[src/rtl/serial_add_ctrl.sv]
`default_nettype none
// ============================================================================
//  Module      : serial_add_ctrl (with helper full_adder)
//  Description : Bit-serial adder controller. Captures two WIDTH-bit operands
//                and a carry-in, then adds them one bit per cycle, LSB first,
//                through a single full_adder. {cout,sum} holds a+b+cin.
//  Revision    : 1.0 - initial release
// ============================================================================

// One-bit full adder: the only addition datapath of the serial adder.
module full_adder (
  input  logic a,
  input  logic b,
  input  logic ci,
  output logic s,
  output logic co
);
  assign s  = a ^ b ^ ci;
  assign co = (a & b) | (ci & (a ^ b));
endmodule

module serial_add_ctrl #(
  parameter int WIDTH = 8
) (
  input  logic             clk,
  input  logic             rst,
  input  logic             start,
  input  logic [WIDTH-1:0] a,
  input  logic [WIDTH-1:0] b,
  input  logic             cin,
  output logic             ready,
  output logic             done,
  output logic [WIDTH-1:0] sum,
  output logic             cout
);

  localparam int                 c_cnt_w    = $clog2(WIDTH);
  localparam logic [c_cnt_w-1:0] c_last_cnt = c_cnt_w'(WIDTH - 1);
  localparam logic [c_cnt_w-1:0] c_cnt_one  = c_cnt_w'(1);

  typedef enum logic [1:0] {
    IDLE = 2'b00,
    RUN  = 2'b01,
    DONE = 2'b10
  } state_t;

  state_t             state_q, state_d;
  logic [WIDTH-1:0]   a_q, a_d;
  logic [WIDTH-1:0]   b_q, b_d;
  logic [WIDTH-1:0]   sum_q, sum_d;
  logic               carry_q, carry_d;
  logic               cout_q, cout_d;
  logic [c_cnt_w-1:0] cnt_q, cnt_d;

  logic               w_fa_sum;
  logic               w_fa_carry;

  // The single adder always looks at the current LSBs and running carry.
  full_adder u_fa (
    .a  (a_q[0]),
    .b  (b_q[0]),
    .ci (carry_q),
    .s  (w_fa_sum),
    .co (w_fa_carry)
  );

  // Next-state and datapath decode; everything holds unless a state acts.
  always_comb begin
    state_d = state_q;
    a_d     = a_q;
    b_d     = b_q;
    sum_d   = sum_q;
    carry_d = carry_q;
    cout_d  = cout_q;
    cnt_d   = cnt_q;
    case (state_q)
      IDLE: begin
        // sum and cout are left alone so the previous result stays visible
        // until the new operation starts shifting.
        if (start) begin
          a_d     = a;
          b_d     = b;
          carry_d = cin;
          cnt_d   = '0;
          state_d = RUN;
        end
      end
      RUN: begin
        sum_d   = {w_fa_sum, sum_q[WIDTH-1:1]};
        a_d     = a_q >> 1;
        b_d     = b_q >> 1;
        carry_d = w_fa_carry;
        cnt_d   = cnt_q + c_cnt_one;
        if (cnt_q == c_last_cnt) begin
          // Carry out of the MSB is latched separately so cout changes only
          // when the full result is complete.
          cout_d  = w_fa_carry;
          state_d = DONE;
        end
      end
      DONE: begin
        state_d = IDLE;
      end
      default: begin
        state_d = IDLE;
      end
    endcase
  end

  // State and datapath registers with asynchronous clear.
  always_ff @(posedge clk or posedge rst) begin
    if (rst) begin
      state_q <= IDLE;
      a_q     <= '0;
      b_q     <= '0;
      sum_q   <= '0;
      carry_q <= 1'b0;
      cout_q  <= 1'b0;
      cnt_q   <= '0;
    end else begin
      state_q <= state_d;
      a_q     <= a_d;
      b_q     <= b_d;
      sum_q   <= sum_d;
      carry_q <= carry_d;
      cout_q  <= cout_d;
      cnt_q   <= cnt_d;
    end
  end

  assign ready = (state_q == IDLE);
  assign done  = (state_q == DONE);
  assign sum   = sum_q;
  assign cout  = cout_q;

endmodule
`default_nettype wire
[config.mk]
export PLATFORM = sky130hd
export DESIGN_NAME = serial_add_ctrl
export DESIGN_NICKNAME = d
export VERILOG_FILES = /design/src/rtl/serial_add_ctrl.sv
export SDC_FILE = /design/constraint.sdc
export NUM_CORES = 1
export LEC_CHECK = 0
export CAP_MARGIN = 5
export CORE_MARGIN = 8
export CORE_UTILIZATION = 45
export DETAILED_ROUTE_END_ITERATION = 10
export PLACE_DENSITY = 0.81
export SETUP_SLACK_MARGIN = 0.3
export SLEW_MARGIN = 10
export SYNTH_ARGS = -nofsm -noshare
export SYNTH_HDL_FRONTEND = slang
export SYNTH_HIERARCHICAL = 1
export SYNTH_SLANG_ARGS = --single-unit
[constraint.sdc]
create_clock -name clk -period 1.4 [get_ports clk]
set_input_delay 0.14 -clock clk [delete_from_list [all_inputs] [get_ports clk]]
set_output_delay 0.14 -clock clk [all_outputs]
set_load 0.01 [all_outputs]
======== After elaboration in Yosys (flattened, before gate mapping) ========
Index checks and enable logic that the tools add are counted.
Widths: inputs -> output; s select.
storage, ports and cells
  register bits ........................... 31
  bits in latches ......................... 0
  memory bits (writable) .................. 0
  memory bits (read-only) ................. 0
  input bits .............................. 20
  output and inout port bits .............. 11
  word-level logic and storage cells ...... 34
  memories ................................ 0
cells by class
  add/subtract/negate cells ............... 1
  $mul .................................... 0
  div/mod/pow operators ................... 0
  order comparisons ....................... 0
  equality and inequality tests ........... 5
  shift-type cells ........................ 0
  multiplexer cells ....................... 11
  bitwise operators ....................... 5
  reduce and logical (&&, ||, !) cells .... 5
operators by type and width
  cell                 count
  $pmux 8 s2           2
  $mux 8               2
  $pmux 3 s2           1
  $reduce_and 2->1     3
  $mux 2               2
  $ne 2x2->1 const B   2
  $pmux 2 s2           1
  $add 3x1->3 const B  1
  $eq 3x3->1 const B   1
  $mux 3               1
  $and 1x1->1          2
  $eq 2x1->1 const B   1
  $eq 2x2->1 const B   1
  $logic_not 2->1      1
  $pmux 1 s2           1
  $reduce_bool 2->1    1
  $xor 1x1->1          2
  $mux 1               1
  $or 1x1->1           1

======== Longest topological paths before layout ========
Gate-level depths: netlist of the first run.
  depth in word-level cells ............... 4
  gate-level depth with buffers ........... 4
  mapped depth without buffers ............ 4

======== By module ========
The synthesis of the first run kept the hierarchy.
modules (own cells, without submodules)
  module           times used  cells each  area an instance (um2)  seq. area each (um2)
  serial_add_ctrl  1           130         1562.7                  775.7
  full_adder       1           1           20.0                    0.0

======== Least setup slack after synthesis of the first run ========
OpenSTA, ideal clock, no wires.
  path type ............................... reg2reg
  from .................................... register cnt_q[0]
  to ...................................... register cout_q (netlist: cout)
  library setup time ...................... 127 ps
  data arrival time ....................... 1137 ps
  required time ........................... 1273 ps
  path slack .............................. 135 ps
  cell stages (with the launch flop) ...... 5
  buffers on the path ..................... 0
  clock period less this slack ............ 1265 ps
  cells stage by stage .................... dfrtp_1 > ha_1 > ha_1 > nand3b_1 > mux2_1
between the ends
  cells in the longest elaborated chain, start to end .. 2
ends and longest elaborated chain
  what                               line  source
  from (decl)                        53    logic [c_cnt_w-1:0] cnt_q, cnt_d;
  from (signal assigned)             127   cnt_q <= cnt_d;
  $eq 3x3->1                         94    if (cnt_q == c_last_cnt) begin
  $reduce_and 2->1 (no source line)  --
  to (signal assigned)               126   cout_q <= cout_d;
  to (decl)                          52    logic cout_q, cout_d;
No other way between the ends.
A chain may end at the register's enable or synchronous reset.

======== Worst setup path after layout of the first run ========
  from .................................... register state_q[1]
  to ...................................... register a_q[7]
between the ends
  cells in the longest elaborated chain, start to end .. 3
  elaborated cells between the ends (all ways) .. 6
  classes of those cells .................. eq/ne: 2; mux: 1; reduce/logical: 3
ends and longest elaborated chain
  what                                                                     line  source
  from (decl)                                                              47    state_t state_q, state_d;
  from (signal assigned)                                                   121   state_q <= state_d;
  $eq 2x1->1 / $logic_not 2->1 (equally long branches)                     76    case (state_q)
  $reduce_bool 2->1 (no source line) / $ne 2x2->1 (equally long branches)  --
  $reduce_and 2->1 (no source line)                                        --
  to (signal assigned)                                                     114   a_q <= '0;
  to (signal assigned)                                                     122   a_q <= a_d;
  to (decl)                                                                48    logic [WIDTH-1:0] a_q, a_d;
Parallel ways exist; a longest one is shown, timed or not.

==> results of run 1 <==
==> worst max-delay path, cell delays in order (launching register included) <==
cell and delay [ps]:
dfrtp_2 430, buf_6 150, buf_12 140, o21bai_4 170
buf_12 150, a32o_1 200
==> area by class of cell <==
| class | instances | share of cell area |
|---|---|---|
| tap | 46 | 0.0217 |
| multi-input combinational | 73 | 0.381 |
| timing repair buffer | 66 | 0.245 |
| clock buffer | 6 | 0.0193 |
| clock inverter | 2 | 0.0132 |
| sequential | 31 | 0.294 |
| inverter | 18 | 0.0255 |
==> placed cells by master, fill, tap and decap left out, drive strengths merged, types with 2 or more instances in the layout <==
cell type,synthesis,routed
nor3b,14,14
clkbuf,2,6
bufbuf,0,2
ha,2,2
nor4b,12,12
a211oi,12,12
buf,9,45
o21bai,1,3
nor2b,5,5
a22o,2,2
inv,18,18
mux2,10,10
nand2b,2,2
a221oi,2,2
dfrtp,31,31
clkdlybuf4s50,0,19
==> metal layers <==
layer | vias to the layer above | routed length [um]
met4 | 0 | 167
met5 | - | 0
met1 | 695 | 1920
li1 | 606 | -
met2 | 48 | 2410
met3 | 17 | 309
==> final timing paths <==
path	endpoint	slack, ps	cells after the start	startpoint
worst max-delay path	a_q[7]	40	5	state_q[1]
worst min-delay path	cout	140	3	rst
worst max register to register	a_q[7]	40	5	state_q[1]
worst min register to register	b_q[7]	540	2	b_q[7]
max in group asynchronous	state_q[0]	1070	3	rst
min in group clk	carry_q	450	3	cin
==> flip-flops by register name (all words and copies together) (netlist names) <==
register	flops
state_q	2
cout	1
cnt_q	3
b_q	8
carry_q	1
sum	8
a_q	8
==> power breakdown <==
group | total (mW) | switching, mW | internal, mW
Sequential | 1.60 | 0.275 | 1.33
Combinational | 3.25 | 1.40 | 1.85
Clock | 0.748 | 0.326 | 0.422
==> cell families (layout without fill, tap and decap cells) <==
| family | count (synthesis) | in the layout | share of synthesized area |
|---|---|---|---|
| AOI/OAI and AO/OA | 21 | 23 | 0.134 |
| muxes | 10 | 10 | 0.0711 |
| and+or+nand+nor | 37 | 37 | 0.182 |
| adders and majority gates | 3 | 3 | 0.0285 |
| DFF | 31 | 31 | 0.490 |
| buffers and inverters | 29 | 92 | 0.0941 |
==> metrics by stage <==
stage               total power [mW]  setup slack (ps)   util
finish                          5.60              43.3  0.788
global placement                3.78             -4.53  0.627
floorplan                       3.15               182      -
CTS                             5.28              82.6  0.759
detailed placement              3.93             -52.8  0.627
global route                    5.92              11.7  0.788
==> repair_timing <==
item                                    4_1_cts  5_1_grt
setup buffers                                14        8
cloned                                        4        0
gates resized for setup                      76       11
endpoints found under the setup margin       40       35
pin swaps                                    11        5
==> flow_summary.yaml, run 1 <==
grt:
  grt_pass1_wl_um: 7290
  gr-usage-met3: 0.0566
  grt_pass1_vias: 1468
  antenna_found_initial: 0
  overflow: 0
  met2_usage: 0.291
  use_met1: 0.195
  busiest_layer: "met2"
  grt_use_total: 0.174
  grt_max_degree: 32
logic_synthesis:
  synth_ff_type: "dfrtp_1"
  synth_top_area_frac: 0.490
  synth_common_cells: "dfrtp_1, inv_1, nor3b_1"
  synth_area_sq_mm: 0.00158
  yosysWarnings: 6
  yosysTopAreaCell: "dfrtp_1"
  yosysMostFrequentCell: "dfrtp_1"
  netlist_instances: 131
  synth_area_leaders: "dfrtp_1, nor3b_1, nor4b_1"
  async_flop_share: 1.00
  synth_nets: 154
  synth_edf_count: 0
  synth_cell_types: 28
  yosys_register_bits: 31
  synth_seq_area_share: 0.490
  avgSynthCellArea_sq_um: 12.1
route:
  ant_nets: 0
  vias_per_cell: 5.64
  wl_um: 4810
  drcViolationCount: 0
  post_drt_wl_per_cell_um: 19.9
  num_vias: 1366
  first_pass_iters: 4
  drt_iter0_drc: 52
layout:
  nFillCells: 220
  multi_input_area_sq_mm: 0.00101
  drive_gt1_frac: 0.587
  ff_latch_area_sq_um: 778
  stdcell_count: 242
  num_antenna_cells: 0
  fin_area_sq_mm: 0.00265
  nNetsFinal: 218
  syn2layout_area_growth_pct: 67.5
clock_network:
  cts_tree: "yes"
  path_clk_slew_ps: 100
  htreeDepth: 2
  numCtsBuffers: 5
  clock_sinks: 31
  clockBufferDepth: 2
  clk_latency_ps: 340
  cts_hold_buf: 0
  cts-root-buf: "clkbuf_4"
timing:
  whs_ps: 144
  hold_viol: 0
  period_needed_ps: 1360
  clock_skew_ps: 4.17
  max_clock_freq_mhz: 737
  tightest_slew_ps: 410
  grt_setup_unrepaired: "yes"
  maxSlewHeadroom: 0.726
  setup_viol: 0
  slew_violations: 0
  final.setup.tns_ps: 0
  min_period_over_period: 0.969
die:
  pin_count: 31
  die_y_um: 75.3
  dieArea_sq_mm: 0.00567
  start_util: 0.471
  chipWidth_um: 75.3
  core_sq_mm: 0.00336
  num_rows: 21
place:
  place.gp.congestion: 0.779
  placed_area_sq_mm: 0.00211
  placed_cells: 208
  portBuffers: 30
  dp_hpwl_um: 2550
worst_setup_path:
  worst-path-max-fanout: 9
  required_ps: 1630
  worstSetupStartpointType: "register"
  worstPathArrival_ps: 1590
  critPathKind: "register to register"
  end_kind: "register"
hold_path:
  hold_class: "input port to async pin"
pwr:
  vdd_ir_drop_max_v: 0.00109
  p_per_area_mw_per_mm2: 2110
  leakage_nw: 1.18
outcome:
  outcome: "completed"
job:
  max-cap-violations: 0
(Power assumes the default switching activity.)
==> run 2: changes to the inputs <==
Settings changed: GPL_ROUTABILITY_DRIVEN set to 0.
==> results of run 2 <==
Same layout as run 1: the final DEF is identical, and so are final timing and power.
==> run 3: changes to the inputs <==
Settings changed: PLACE_DENSITY 0.81 to 0.78.
Clock period 1.4 ns to 1.6 ns, I/O delays scaled along.
==> run 3 against run 2 <==
  * Clock skew increased by 9.9 ps
  * Sequential cell count unchanged
  * Final cell count shrank 5.8%
  * Die area unchanged
  * Design area down 13%
==> flow_summary.yaml, run 3 (synthesis gave the netlist of run 1 again) <==
layout:
  syn2layout_area_growth_pct: 46.4
  nFillCells: 262
  drive_gt1_frac: 0.401
  multi_input_area_sq_um: 827
  final_common_cell: "dfrtp_1"
  final_cell_mix: "dfrtp_1, clkdlybuf4s50_1, inv_1, buf_4, nor3b_1"
  nNetsFinal: 204
  fin_util: 0.689
  ff_latch_area_sq_um: 778
  num_antenna_cells: 0
timing:
  hold_viol: 0
  period_needed_ps: 1340
  final.setup.tns_ps: 0
  min_period_over_period: 0.838
  setup_viol: 0
  slew_violations: 0
  maxSlewHeadroom: 0.741
  clock_skew_ps: 14.1
  worst_slack_ps: 259
  max_clock_freq_mhz: 746
  grt_setup_unrepaired: "yes"
  tightest_slew_ps: 388
  whs_ps: 204
worst_setup_path:
  r2r_start: "state_q[1]"
  end_kind: "output port"
  reg2reg_to: "b_q[6]"
  worst-path-max-fanout: 4
  reg2reg_slack_ps: 270
  crit_start: "state_q[1]"
  worstSetupStartpointType: "register"
  critPathCapture: "done"
  worstPathArrival_ps: 1180
  critPathKind: "register to output port"
  reg2reg_depth: 4
  required_ps: 1440
pwr:
  switching_share: 0.349
  power.internal_mw: 2.70
  vdd_ir_drop_max_v: 0.000727
  net-switching-power_mw: 1.45
  p_clk_frac: 0.156
  p_comb_frac: 0.499
  p_per_area_mw_per_mm2: 1790
  leakage_nw: 1.01
  power.share.sequential: 0.345
route:
  drt_iter0_drc: 31
  vias_per_cell: 5.24
  post_drt_wl_per_cell_um: 16.3
  ant_nets: 0
  wl_um: 3720
  first_pass_iters: 4
  num_vias: 1195
  drcViolationCount: 0
die:
  core_sq_mm: 0.00336
  num_rows: 21
  die_y_um: 75.3
  dieArea_sq_mm: 0.00567
  start_util: 0.471
  chipWidth_um: 75.3
  pin_count: 31
clock_network:
  htreeDepth: 2
  clk_latency_ps: 340
  numCtsBuffers: 5
  clock_sinks: 31
  cts-root-buf: "clkbuf_4"
  cts_tree: "yes"
  clockBufferDepth: 2
  path_clk_slew_ps: 100
grt:
  grt_pass1_wl_um: 5620
  antenna_found_initial: 0
  grt_pass1_vias: 1244
  grt_use_total: 0.134
  grt_max_degree: 32
  overflow: 0
place:
  portBuffers: 30
  dp_hpwl_um: 2310
  pre_cts_ws_ps: 105
hold_path:
  hold_class: "input port to async pin"
outcome:
  outcome: "completed"
job:
  max-cap-violations: 0
-- run 3: cell types whose count changed in the layout (fill, tap and decap cells not counted), sizes merged --
cell,previous run,this run
buf,45,24
dlygate4sd2,0,9
bufbuf,2,0
nor2b,5,6
clkbuf,6,7
o21bai,3,1
-- run 3: metal layers --
| metal | GRT usage | vias up | share of wire |
|---|---|---|---|
| li1 | - | 570 | - |
| met1 | 0.144 | 581 | 0.40 |
| met2 | 0.230 | 36 | 0.53 |
| met3 | 0.0395 | 8 | 0.049 |
| met4 | 0.0725 | 0 | 0.023 |
| met5 | 0 | - | 0 |
-- run 3: timing repair --
action | in CTS | in global routing
resized for setup | 22 | 37
gates cloned | 0 | 1
pin swaps | 2 | 5
hold buffers | 0 | 0
endpoints found under the setup margin | 27 | 26
setup buffers | 9 | 3
-- run 3: cell type report --
type                    instances  area share
clock inverters                 2      0.0151
repair buffers                 53       0.216
multi-input cells              72       0.357
well taps                      46      0.0248
clock buffers                   6      0.0221
inverters                      18      0.0292
flip-flops and latches         31       0.336
-- run 3: worst min-delay path by stage --
| stage | end | slack (ps) | cells past startpoint |
|---|---|---|---|
| 5_1_grt | cnt_q[0] | 210 | 3 |
| 3_5_place_dp | sum[0] | 480 | 1 |
| 6_report | sum[4] | 200 | 3 |
| 3_3_place_gp | sum[0] | 470 | 1 |
| 4_1_cts | sum[4] | 200 | 3 |
| 2_1_floorplan | a_q[0] | 260 | 1 |
-- run 3: power groups by stage --
stage                     Sequential (mW)  Combinational (mW)  Clock (mW)
after floorplan                      1.40                1.10           0
after global placement               1.39                1.60           0
after detailed placement             1.42                1.66           0
after CTS                            1.40                1.72       0.660
after global routing                 1.48                2.25       0.699
final                                1.43                2.07       0.647
-- run 3: per-stage QoR --
| step | instances | cell area (sq um) | power, mW |
|---|---|---|---|
| finish | 228 | 2320 | 4.15 |
| global route | 228 | 2320 | 4.43 |
| CTS | 224 | 2120 | 3.78 |
| detailed placement | 207 | 1950 | 3.07 |
| global placement | 207 | 1950 | 2.99 |
| floorplan | 131 | 1580 | 2.50 |
-- run 3: critical path: stages, from the launching register on --
cell	delay, ps
dfrtp_2	470
buf_6	140
nor2b_4	120
buf_6	120
